<file path="config.mk">
export PLATFORM = sky130hd
export DESIGN_NAME = pipeline_hazard_controller
export DESIGN_NICKNAME = d
export VERILOG_FILES = /design/src/rtl/pipeline_hazard_controller.sv
export SDC_FILE = /design/constraint.sdc
export NUM_CORES = 1
export LEC_CHECK = 0
export BUFFER_PORTS_ARGS = -buffer_cell sky130_fd_sc_hd__buf_4
export CORE_MARGIN = 1.5
export CORE_UTILIZATION = 30
export CTS_BUF_LIST = sky130_fd_sc_hd__clkbuf_16
export DETAILED_ROUTE_END_ITERATION = 6
export GPL_ROUTABILITY_DRIVEN = 0
export HOLD_SLACK_MARGIN = 0.05
export MAX_ROUTING_LAYER = met4
export PLACE_DENSITY_LB_ADDON = 0.2
export SLEW_MARGIN = 20
export SYNTH_ARGS = -nofsm -noshare
export SYNTH_HDL_FRONTEND = slang
export SYNTH_SLANG_ARGS = --single-unit
</file>
<file path="constraint.sdc">
create_clock -name clk -period 2.07 [get_ports clk]
set_input_delay 0.1035 -clock clk [delete_from_list [all_inputs] [get_ports clk]]
set_output_delay 0.1035 -clock clk [all_outputs]
set_load 0.02 [all_outputs]
</file>
<file path="src/rtl/pipeline_hazard_controller.sv">
// Five-stage pipeline sequencer: post-reset flush, load-use bubbles, EX redirect flushes and
// data-memory waits with timeout fault. Define PIPE_PERF_CNT_EN to add stall/bubble/flush counters.
module pipeline_hazard_controller #(
    parameter int unsigned INIT_CYCLES = 2,
    parameter int unsigned MEM_TIMEOUT = 255,
    parameter int unsigned CNT_W       = 8
) (
    input  logic       clk,
    input  logic       rst,
    input  logic       mem_read_ex,
    input  logic [4:0] rd_ex,
    input  logic [4:0] rs1_id,
    input  logic [4:0] rs2_id,
    input  logic       rs1_used_id,
    input  logic       rs2_used_id,
    input  logic       redirect_ex,
    input  logic       dmem_req_mem,
    input  logic       dmem_ready,
    output logic       pc_en,
    output logic       if_id_en,
    output logic       if_id_clear,
    output logic       id_ex_en,
    output logic       id_ex_clear,
    output logic       ex_mem_en,
    output logic       ex_mem_clear,
    output logic       mem_wb_en,
    output logic       mem_wb_clear,
    output logic       mem_fault
`ifdef PIPE_PERF_CNT_EN
    ,
    output logic [31:0] stall_cycles,
    output logic [31:0] bubble_count,
    output logic [31:0] flush_count
`endif
);

    typedef enum logic [1:0] {
        S_INIT,
        S_RUN,
        S_MEM_WAIT,
        S_FAULT
    } state_t;

    localparam logic [CNT_W-1:0] INIT_LAST   = CNT_W'(INIT_CYCLES - 1);
    localparam logic [CNT_W-1:0] TIMEOUT_CNT = CNT_W'(MEM_TIMEOUT);

    state_t           r_state;
    state_t           w_next_state;
    logic [CNT_W-1:0] r_cnt;
    logic [CNT_W-1:0] w_next_cnt;

    logic w_load_use;
    logic w_stall;
    logic w_flush;
    logic w_bubble;

    assign w_load_use = mem_read_ex && (rd_ex != 5'd0) &&
                        ((rs1_used_id && (rs1_id == rd_ex)) ||
                         (rs2_used_id && (rs2_id == rd_ex)));

    // Mutually exclusive action decode; MEM_WAIT release re-runs the RUN priority chain.
    always_comb begin
        w_stall  = 1'b0;
        w_flush  = 1'b0;
        w_bubble = 1'b0;
        case (r_state)
            S_RUN: begin
                w_stall  = dmem_req_mem && !dmem_ready;
                w_flush  = !w_stall && redirect_ex;
                w_bubble = !w_stall && !redirect_ex && w_load_use;
            end
            S_MEM_WAIT: begin
                w_stall  = !dmem_ready;
                w_flush  = dmem_ready && redirect_ex;
                w_bubble = dmem_ready && !redirect_ex && w_load_use;
            end
            default: ;
        endcase
    end

    always_ff @(posedge clk or posedge rst) begin
        if (rst) begin
            r_state <= S_INIT;
            r_cnt   <= '0;
        end else begin
            r_state <= w_next_state;
            r_cnt   <= w_next_cnt;
        end
    end

    always_comb begin
        w_next_state = r_state;
        w_next_cnt   = r_cnt;
        case (r_state)
            S_INIT: begin
                w_next_cnt = r_cnt + 1'b1;
                if (r_cnt == INIT_LAST) begin
                    w_next_state = S_RUN;
                    w_next_cnt   = '0;
                end
            end
            S_RUN: begin
                if (w_stall) begin
                    w_next_state = S_MEM_WAIT;
                    w_next_cnt   = CNT_W'(1);
                end
            end
            S_MEM_WAIT: begin
                if (dmem_ready) begin
                    w_next_state = S_RUN;
                    w_next_cnt   = '0;
                end else begin
                    if (r_cnt != '1) begin
                        w_next_cnt = r_cnt + 1'b1;
                    end
                    if ((MEM_TIMEOUT != 0) && (r_cnt == TIMEOUT_CNT)) begin
                        w_next_state = S_FAULT;
                    end
                end
            end
            S_FAULT: ;
            default: begin
                w_next_state = S_INIT;
                w_next_cnt   = '0;
            end
        endcase
    end

    always_comb begin
        pc_en        = 1'b1;
        if_id_en     = 1'b1;
        if_id_clear  = 1'b0;
        id_ex_en     = 1'b1;
        id_ex_clear  = 1'b0;
        ex_mem_en    = 1'b1;
        ex_mem_clear = 1'b0;
        mem_wb_en    = 1'b1;
        mem_wb_clear = 1'b0;
        mem_fault    = 1'b0;
        case (r_state)
            S_INIT: begin
                pc_en        = 1'b0;
                if_id_clear  = 1'b1;
                id_ex_clear  = 1'b1;
                ex_mem_clear = 1'b1;
                mem_wb_clear = 1'b1;
            end
            S_FAULT: begin
                pc_en     = 1'b0;
                if_id_en  = 1'b0;
                id_ex_en  = 1'b0;
                ex_mem_en = 1'b0;
                mem_wb_en = 1'b0;
                mem_fault = 1'b1;
            end
            default: begin
                if (w_stall) begin
                    pc_en        = 1'b0;
                    if_id_en     = 1'b0;
                    id_ex_en     = 1'b0;
                    ex_mem_en    = 1'b0;
                    mem_wb_clear = 1'b1;
                end
                if (w_flush) begin
                    if_id_clear = 1'b1;
                    id_ex_clear = 1'b1;
                end
                if (w_bubble) begin
                    pc_en       = 1'b0;
                    if_id_en    = 1'b0;
                    id_ex_clear = 1'b1;
                end
            end
        endcase
    end

`ifdef PIPE_PERF_CNT_EN
    logic [31:0] r_stall_cycles;
    logic [31:0] r_bubble_count;
    logic [31:0] r_flush_count;

    // Action strobes are already zero in INIT and FAULT, which inhibits counting there.
    always_ff @(posedge clk or posedge rst) begin
        if (rst) begin
            r_stall_cycles <= '0;
            r_bubble_count <= '0;
            r_flush_count  <= '0;
        end else begin
            if (w_stall)  r_stall_cycles <= r_stall_cycles + 32'd1;
            if (w_bubble) r_bubble_count <= r_bubble_count + 32'd1;
            if (w_flush)  r_flush_count  <= r_flush_count + 32'd1;
        end
    end

    assign stall_cycles = r_stall_cycles;
    assign bubble_count = r_bubble_count;
    assign flush_count  = r_flush_count;
`endif

endmodule
</file>
Word-level counts from Yosys, hierarchy flattened
Index checks and enable logic that the tools add are counted.
{"block": "totals", "register_bits": 10, "inputBits": 23}
{"block": "classes", "n_eq_ne": 12, "muxes": 27, "n_reduce_logical": 21, "n_addsub": 1}
{"cell": "2-to-1 mux 8 bit", "n": 4}
{"cell": "one-hot mux 8 bit (3 select lines)", "n": 1}
{"cell": "one-hot mux 1 bit (2 select lines)", "n": 8}
{"cell": "logical AND 1 bit", "n": 11}
{"cell": "equality test 5 bit", "n": 2}
{"cell": "2-to-1 mux 1 bit", "n": 9}
{"cell": "adder 8 x 1 -> 8 bit, second input constant", "n": 1}
{"cell": "equality test 8 x 1 -> 1 bit, second input constant", "n": 1}
{"cell": "equality test 8 bit, second input constant", "n": 1}
{"cell": "2-to-1 mux 2 bit", "n": 4}
{"cell": "inequality test 8 bit, second input constant", "n": 1}
{"cell": "inequality test 3 bit, second input constant", "n": 2}
{"cell": "one-hot mux 2 bit (3 select lines)", "n": 1}
{"cell": "nonzero test 5 bit", "n": 1}
{"cell": "equality test 2 bit, second input constant", "n": 2}
{"cell": "inequality test 2 bit, second input constant", "n": 2}
{"cell": "AND reduction 4 bit", "n": 1}
{"cell": "zero test 1 bit", "n": 3}
{"cell": "AND reduction 3 bit", "n": 1}
{"cell": "nonzero test 3 bit", "n": 1}
{"cell": "equality test 2 x 1 -> 1 bit, second input constant", "n": 1}
{"cell": "zero test 2 bit", "n": 1}
{"cell": "OR reduction 2 bit", "n": 1}
{"cell": "logical OR 1 bit", "n": 1}

Logic depth before layout (Yosys ltp)
Gate-level depths: netlist of run 1.
{"block": "depth", "word_depth": 8, "ltp_mapped": 8}

Worst setup path before layout of run 1
No wires, ideal clock.
{"block": "synth_path", "path_type": "reg-to-reg", "start": "register r_state[0]", "end": "register r_cnt[2]", "period_less_slack_ps": 2196, "t_required_ps": 1949, "stages_incl_launch_ff": 8, "setup_slack_ps": -126, "arrival_time_ps": 2075, "path_cell_list": "dfrtp_1 -> inv_1 -> ha_1 -> buf_12 -> or4_4 -> a2bb2oi_2 -> a2111o_1 -> a22o_1"}
{"block": "synth_via", "elab_chain_cells": 4, "elab_cells_between_ends": 9, "cone_classes": "eq/ne (4); mux (2); reduce/logical (3)"}
{"element": "start, declared", "line": "47", "text": "state_t r_state;"}
{"element": "start signal, assigned", "line": "86", "text": "r_state <= w_next_state;"}
{"element": "equality test 2 bit or equality test 2 x 1 -> 1 bit (tied branches)", "line": "66, 94"}
{"element": "one-hot mux 1 bit (2 select lines)", "line": "66", "text": "case (r_state)"}
{"element": "inequality test 2 bit (no line)"}
{"element": "AND reduction 3 bit (no line)"}
{"element": "end signal, assigned", "line": "87", "text": "r_cnt <= w_next_cnt;"}
{"element": "end, declared", "line": "49", "text": "logic [CNT_W-1:0] r_cnt;"}
Parallel ways exist; a longest one is shown, timed or not.
A chain may end at the register's enable or synchronous reset.

Worst setup path after layout of run 1
Same ends and word-level chain as after synthesis.

==> results.py, run 1 <==
metrics = {
    "run_status": {
        "status": "completed",
    },
    "synth": {
        "synth_edf_count": 0,
        "synth_top_family_by_area": "compound AO/OA/AOI/OAI gates",
        "synth_fa_ha_area_frac": 0.07426,
        "yosysTopAreaCellShare": 0.2475,
        "syn_nets": 143,
        "synth_area_leaders": "dfrtp_1, xnor2_1, ha_1",
        "synthFlopType": "dfrtp_1",
        "synth_largest_area_cell": "dfrtp_1",
        "synth_compound_area_frac": 0.2290,
        "avgSynthCellArea_um2": 8.868,
        "yosysSeqAreaShare": 0.2475,
        "synthCells": 114,
        "synth.ff_latch_count": 10,
        "synthArstFlopShare": 1.000,
        "synth.distinct_cells": 43,
        "ys_warn_count": 0,
        "netlist_area_mm2": 0.001011,
        "synthXorXnorAreaFrac": 0.08663,
        "synthMuxAreaShare": 0.04084,
        "yosys.area_share.simple": 0.2166,
    },
    "setup_path": {
        "cpLargestDelayFamily": "compound AO/OA/AOI/OAI gates",
        "cp_slowest_stage_delay_ps": 430,
        "worstPathRequired_ps": 2200,
        "end_kind": "flop",
        "path_cells": "inv_2 -> ha_4 -> or4_4 -> a2bb2oi_4 -> a2111o_1 -> a22o_1",
        "cp_num_buf_inv": 1,
        "path_max_fanout": 9,
        "start_kind": "flop",
        "crit_type": "reg -> reg",
        "crit_arrival_ps": 2180,
        "crit_slowest_cell": "or4_4",
    },
    "route": {
        "drc_errors": 0,
        "dr_total_vias": 1088,
        "drt_iter0_markers": 27,
        "drt_pass1_iterations": 4,
        "routed_wl_mm": 2.859,
        "viasPerCell": 5.307,
        "drtAntennaViolNets": 0,
        "wl_per_cell_um": 13.95,
    },
    "cts": {
        "cts-root-buf": "clkbuf_16",
        "clk_pin_slew_ps": 40,
        "clkLatencyLatePin_ps": 240,
        "numCtsBuffers": 3,
        "cts_tree": "built",
        "htreeDepth": 1,
        "clock-sinks": 10,
        "clockBufferDepth": 2,
    },
    "floorplan": {
        "rows": 20,
        "io-pin-count": 33,
        "start_util": 0.3232,
        "die_area_mm2": 0.003727,
        "fp.dieW_um": 61.05,
        "core_mm2": 0.003128,
        "fp.dieH_um": 61.05,
    },
    "power_and_ir_drop": {
        "sw_frac_of_total": 0.2067,
        "power_frac_clock": 0.569,
        "ir_drop_v": 0.0004774,
        "power.switching_uw": 129.0,
        "power_frac_seq": 0.314,
        "pwr-share-comb": 0.117,
        "p_per_area_mw_per_mm2": 419.2,
        "p_int_uw": 495.1,
        "p_leak_uw": 0.0006604,
    },
    "cells_and_area": {
        "final_core_util": 0.4760,
        "area_growth_pct": 47.28,
        "drive_above_1_share": 0.4037,
        "num_antenna_cells": 0,
        "n_fill_cell": 295,
        "final_cells": 205,
        "fin_nets": 191,
    },
    "sta": {
        "setup_viol_count_final": 0,
        "drv_slew": 0,
        "fmax_mhz": 487.3,
        "slew_headroom": 0.7076,
        "layout_min_cycle_time_ps": 2052,
        "worst_pin_slew_ps": 427.5,
        "fin_crit_sh": 0.9914,
        "hold_violations": 0,
        "skew_ps": 2.357,
        "rsz0062_at_grt": "true",
        "whs_ps": 295.1,
    },
    "grt": {
        "grt_usage": 0.1733,
        "grt_pass1_wl_mm": 4.609,
        "antenna_found_initial": 0,
        "grt_start_max_net_pins": 12,
        "grt_overflow_total": 0,
        "grt_pass1_vias": 1061,
    },
    "placed_design": {
        "port_buffers": 32,
        "placed_cells": 198,
        "hpwl_mm": 2.269,
    },
    "hold_path": {
        "hold_path_class": "in -> reg",
    },
    "flow_run": {
        "maxCapViolations": 0,
    },
}
worst paths after layout:
kind                         endpoint  slack (ps)  cells after the start        from
setup / recovery             r_cnt[2]          20                      6  r_state[0]
hold reg to reg              r_cnt[1]         560                      2    r_cnt[1]
setup reg to reg             r_cnt[2]          20                      6  r_state[0]
min in group asynchronous    r_cnt[1]         410                      3         rst
max in group asynchronous    r_cnt[4]        1370                      3         rst
hold / removal             r_state[1]         300                      4  dmem_ready
metrics by stage:
stage	worst slack, ps	TNS [ps]	total power [uW]	instance area [um^2]
after floorplan	-20.21	-20.21	226.3	1035
after global placement	21.62	0	268.9	1370
after detailed placement	-2.402	-2.402	270.6	1370
after CTS	12.66	0	631.9	1466
after global routing	-83.46	-304.5	647.7	1489
final	17.86	0	624.1	1489
area by class of cell:
cell class	instances	area, um^2	area share
repair buffers	48	362.8	0.2437
clock buffers	3	75.07	0.05042
well taps	44	55.05	0.03697
clock inverters	1	3.754	0.002521
multi-input cells	86	693.2	0.4655
flip-flops and latches	10	250.2	0.1681
inverters	13	48.80	0.03277
sequential cells by signal (all words and copies together) (netlist names):
| name | cells |
|---|---|
| r_cnt | 8 |
| r_state | 2 |
power groups by stage:
| stage | sequential [uW] | clock [uW] | combinational [uW] |
|---|---|---|---|
| final | 196 | 355 | 73.0 |
| after global routing | 196 | 371 | 80.3 |
| after CTS | 196 | 362 | 73.3 |
| after detailed placement | 199 | 0 | 71.6 |
| after global placement | 199 | 0 | 69.8 |
| after floorplan | 199 | 0 | 27.2 |
Yosys cell counts (all sizes together), types with 2 or more instances:
library cell,n
ha,6
nand4,3
buf,4
xnor2,10
o2bb2ai,5
nor3,3
inv,13
mux2i,3
dfrtp,10
o21ai,5
o31ai,2
a21oi,3
nand2,4
a2111oi,5
nor2,6
nor4,2
and3,2
or2b,2
nand3,7
cell usage in the layout, fill, tap and decap left out, types with 4 or more instances in the layout:
cell type  netlist  routed
a2111oi_0        5       4
buf_4            1      47
dfrtp_1         10      10
ha_1             6       5
inv_1           13      10
nand2_1          4       4
nand3_1          7       7
nor2_1           6       6
o21ai_0          5       5
o2bb2ai_1        5       5
xnor2_1         10      10
metal layers:
layer | wire [um] | GRT usage | vias up
li1 | - | - | 520
met1 | 1134 | 0.1997 | 517
met2 | 1462 | 0.2827 | 44
met3 | 209 | 0.04202 | 7
met4 | 52 | 0.08075 | 0
met5 | 0 | - | -
kinds of logic after synthesis:
family | after synthesis
simple gates | 36
mux | 4
fa+ha+maj | 6
buf+inv | 18
xor+xnor | 10
compound gates | 30
flops | 10
worst reg2reg max path, stage by stage (launching register included):
cell and delay [ps]:
dfrtp_1 400, inv_2 100, ha_4 220, or4_4 430
a2bb2oi_4 190, a2111o_1 370, a22o_1 230
what timing repair did:
| item | CTS | global route |
|---|---|---|
| setup buffers | 1 | 1 |
| hold buffers | 1 | 0 |
| endpoints found under the setup margin | 1 | 13 |
| pin swaps | 0 | 0 |
| resized for setup | 0 | 5 |
| endpoints found under the hold margin | 10 | 0 |
No activity file was read; power rests on OpenSTA's default activity.
==> run 2: changes to the inputs <==
- clock period: 2.07 -> 2 ns (I/O delays scaled with it)
==> results.py, run 2 (synthesis gave the netlist of run 1 again) <==
metrics = {
    "setup_path": {
        "path_max_fanout": 9,
        "rr_worst_depth": 6,
        "cp_num_buf_inv": 1,
        "crit_slowest_cell": "or4_4",
        "crit_type": "reg -> reg",
        "end_kind": "flop",
        "crit_arrival_ps": 2180,
        "path_cells": "inv_2 -> ha_4 -> or4_4 -> a2bb2oi_4 -> a2111o_1 -> a22o_1",
        "start_kind": "flop",
        "cpLargestDelayFamily": "compound AO/OA/AOI/OAI gates",
        "worstReg2RegStart": "r_state[0]",
        "r2r_slack_ps": -50,
        "worst_r2r_endpoint": "r_cnt[2]",
        "worstPathRequired_ps": 2130,
        "cp_slowest_stage_delay_ps": 430,
    },
    "route": {
        "drt_pass1_iterations": 4,
        "routed_wl_mm": 2.943,
        "drt_iter0_markers": 19,
        "viasPerCell": 5.082,
        "drc_errors": 0,
        "wl_per_cell_um": 14.22,
        "dr_total_vias": 1052,
        "drtAntennaViolNets": 0,
    },
    "floorplan": {
        "rows": 20,
        "fp.dieW_um": 61.05,
        "fp.dieH_um": 61.05,
        "core_mm2": 0.003128,
        "die_area_mm2": 0.003727,
        "start_util": 0.3232,
        "io-pin-count": 33,
    },
    "placed_design": {
        "port_buffers": 32,
        "preCtsSetupSlack_ps": -57.79,
        "placed_cells": 201,
        "hpwl_mm": 2.277,
    },
    "grt": {
        "grt_start_max_net_pins": 12,
        "grt_overflow_total": 0,
        "grt_usage": 0.1706,
        "grt_pass1_wl_mm": 4.429,
        "grt_pass1_vias": 1011,
        "antenna_found_initial": 0,
    },
    "hold_path": {
        "whs_endpoint": "r_state[1]",
        "hold_path_class": "in -> reg",
        "min_from": "dmem_ready",
        "min_path_cells": 4,
    },
    "sta": {
        "fmax_mhz": 487.7,
        "drv_slew": 0,
        "layout_setup_ws_ps": -50.54,
        "hold_violations": 0,
        "rsz0062_at_grt": "true",
        "skew_ps": 1.828,
        "slew_headroom": 0.7003,
        "worst_pin_slew_ps": 449.5,
        "layout_min_cycle_time_ps": 2051,
        "fin_crit_sh": 1.025,
        "setup_viol_count_final": 3,
    },
    "cells_and_area": {
        "layout_commonest_cell": "buf_4",
        "layout_common_cells": "buf_4, inv_1, xnor2_1, dfrtp_1, nand3_1",
        "area_growth_pct": 49.50,
        "largest_register_ffs": 8,
        "fin_nets": 194,
        "num_antenna_cells": 0,
        "final_cells": 207,
        "final_core_util": 0.4832,
        "largestRegisters": "r_cnt (8), r_state (2)",
        "top_register": "r_cnt",
        "drive_above_1_share": 0.4110,
    },
    "power_and_ir_drop": {
        "ir_drop_v": 0.0003871,
        "p_int_uw": 510.8,
        "p_leak_uw": 0.0006827,
        "power_frac_seq": 0.314,
        "pwr-share-comb": 0.120,
        "power.switching_uw": 135.8,
        "power_frac_clock": 0.566,
        "p_per_area_mw_per_mm2": 427.8,
        "sw_frac_of_total": 0.2100,
    },
    "cts": {
        "clkLatencyLatePin_ps": 250,
        "cts-root-buf": "clkbuf_16",
        "clock-sinks": 10,
        "htreeDepth": 1,
        "numCtsBuffers": 3,
        "clockBufferDepth": 2,
        "cts_tree": "built",
        "clk_pin_slew_ps": 40,
    },
    "run_status": {
        "failed_checks": "setup timing",
        "status": "finished, violations left",
    },
    "flow_run": {
        "maxCapViolations": 0,
    },
}
run 2: changes by cell type in the layout (fill, tap and decap cells not counted), sizes merged:
cell	delta
buf	+3
clkinv	-1
run 2: cell type report:
type | instances | area (um^2)
tap | 44 | 55.05
multi-input combinational | 86 | 696.9
inverter | 13 | 48.80
fill | 284 | 1617
sequential | 10 | 250.2
timing repair buffer | 51 | 385.4
clock buffer | 3 | 75.07
run 2: repair_timing:
action,4_1_cts,5_1_grt
setup buffers,1,1
hold buffers,1,0
setup endpoints to repair,4,11
gates resized for setup,1,4
pin swaps,1,1
gates cloned,0,0
hold endpoints to repair,10,0
run 2: worst reg2reg max path, cell delays in order (launching register included):
cell       delay (ps)
dfrtp_1           380
inv_2             100
ha_4              220
or4_4             430
a2bb2oi_4         220
a2111o_1          370
a22o_1            230
run 2: layer usage:
| metal | GRT usage | vias to the layer above | part of all wire | wire length, um |
|---|---|---|---|---|
| met5 | - | - | 0 | 0 |
| met4 | 0.1056 | 0 | 0.024 | 72 |
| met1 | 0.1852 | 479 | 0.42 | 1226 |
| met3 | 0.03571 | 9 | 0.053 | 156 |
| li1 | - | 523 | - | - |
| met2 | 0.2827 | 41 | 0.51 | 1488 |
run 2: worst max path at each step:
stage	startpoint	endpoint	cells after the start
after global placement	r_cnt[1]	r_cnt[2]	6
after global routing	r_state[0]	r_cnt[2]	6
after CTS	r_state[0]	r_cnt[2]	6
after floorplan	r_state[0]	r_cnt[2]	7
after detailed placement	r_cnt[1]	r_cnt[2]	6
final	r_state[0]	r_cnt[2]	6
run 2: per-stage QoR:
step	area, um^2	power [uW]	hold WS (ps)	TNS, ps
after global placement	1393	279.9	118.8	0
after CTS	1489	650.1	288.5	-82.50
after floorplan	1035	234.2	-59.82	-111.8
after detailed placement	1393	281.8	125.7	-79.54
final	1511	646.6	288.8	-78.44
after global routing	1511	659.9	348.5	-524.9
run 2: power groups by stage:
stage	clock network, uW	registers (uW)	logic (uW)
after floorplan	0	206	28.2
after global placement	0	206	73.9
after detailed placement	0	206	75.8
after CTS	369	203	78.4
after global routing	373	203	83.7
final	366	203	77.3
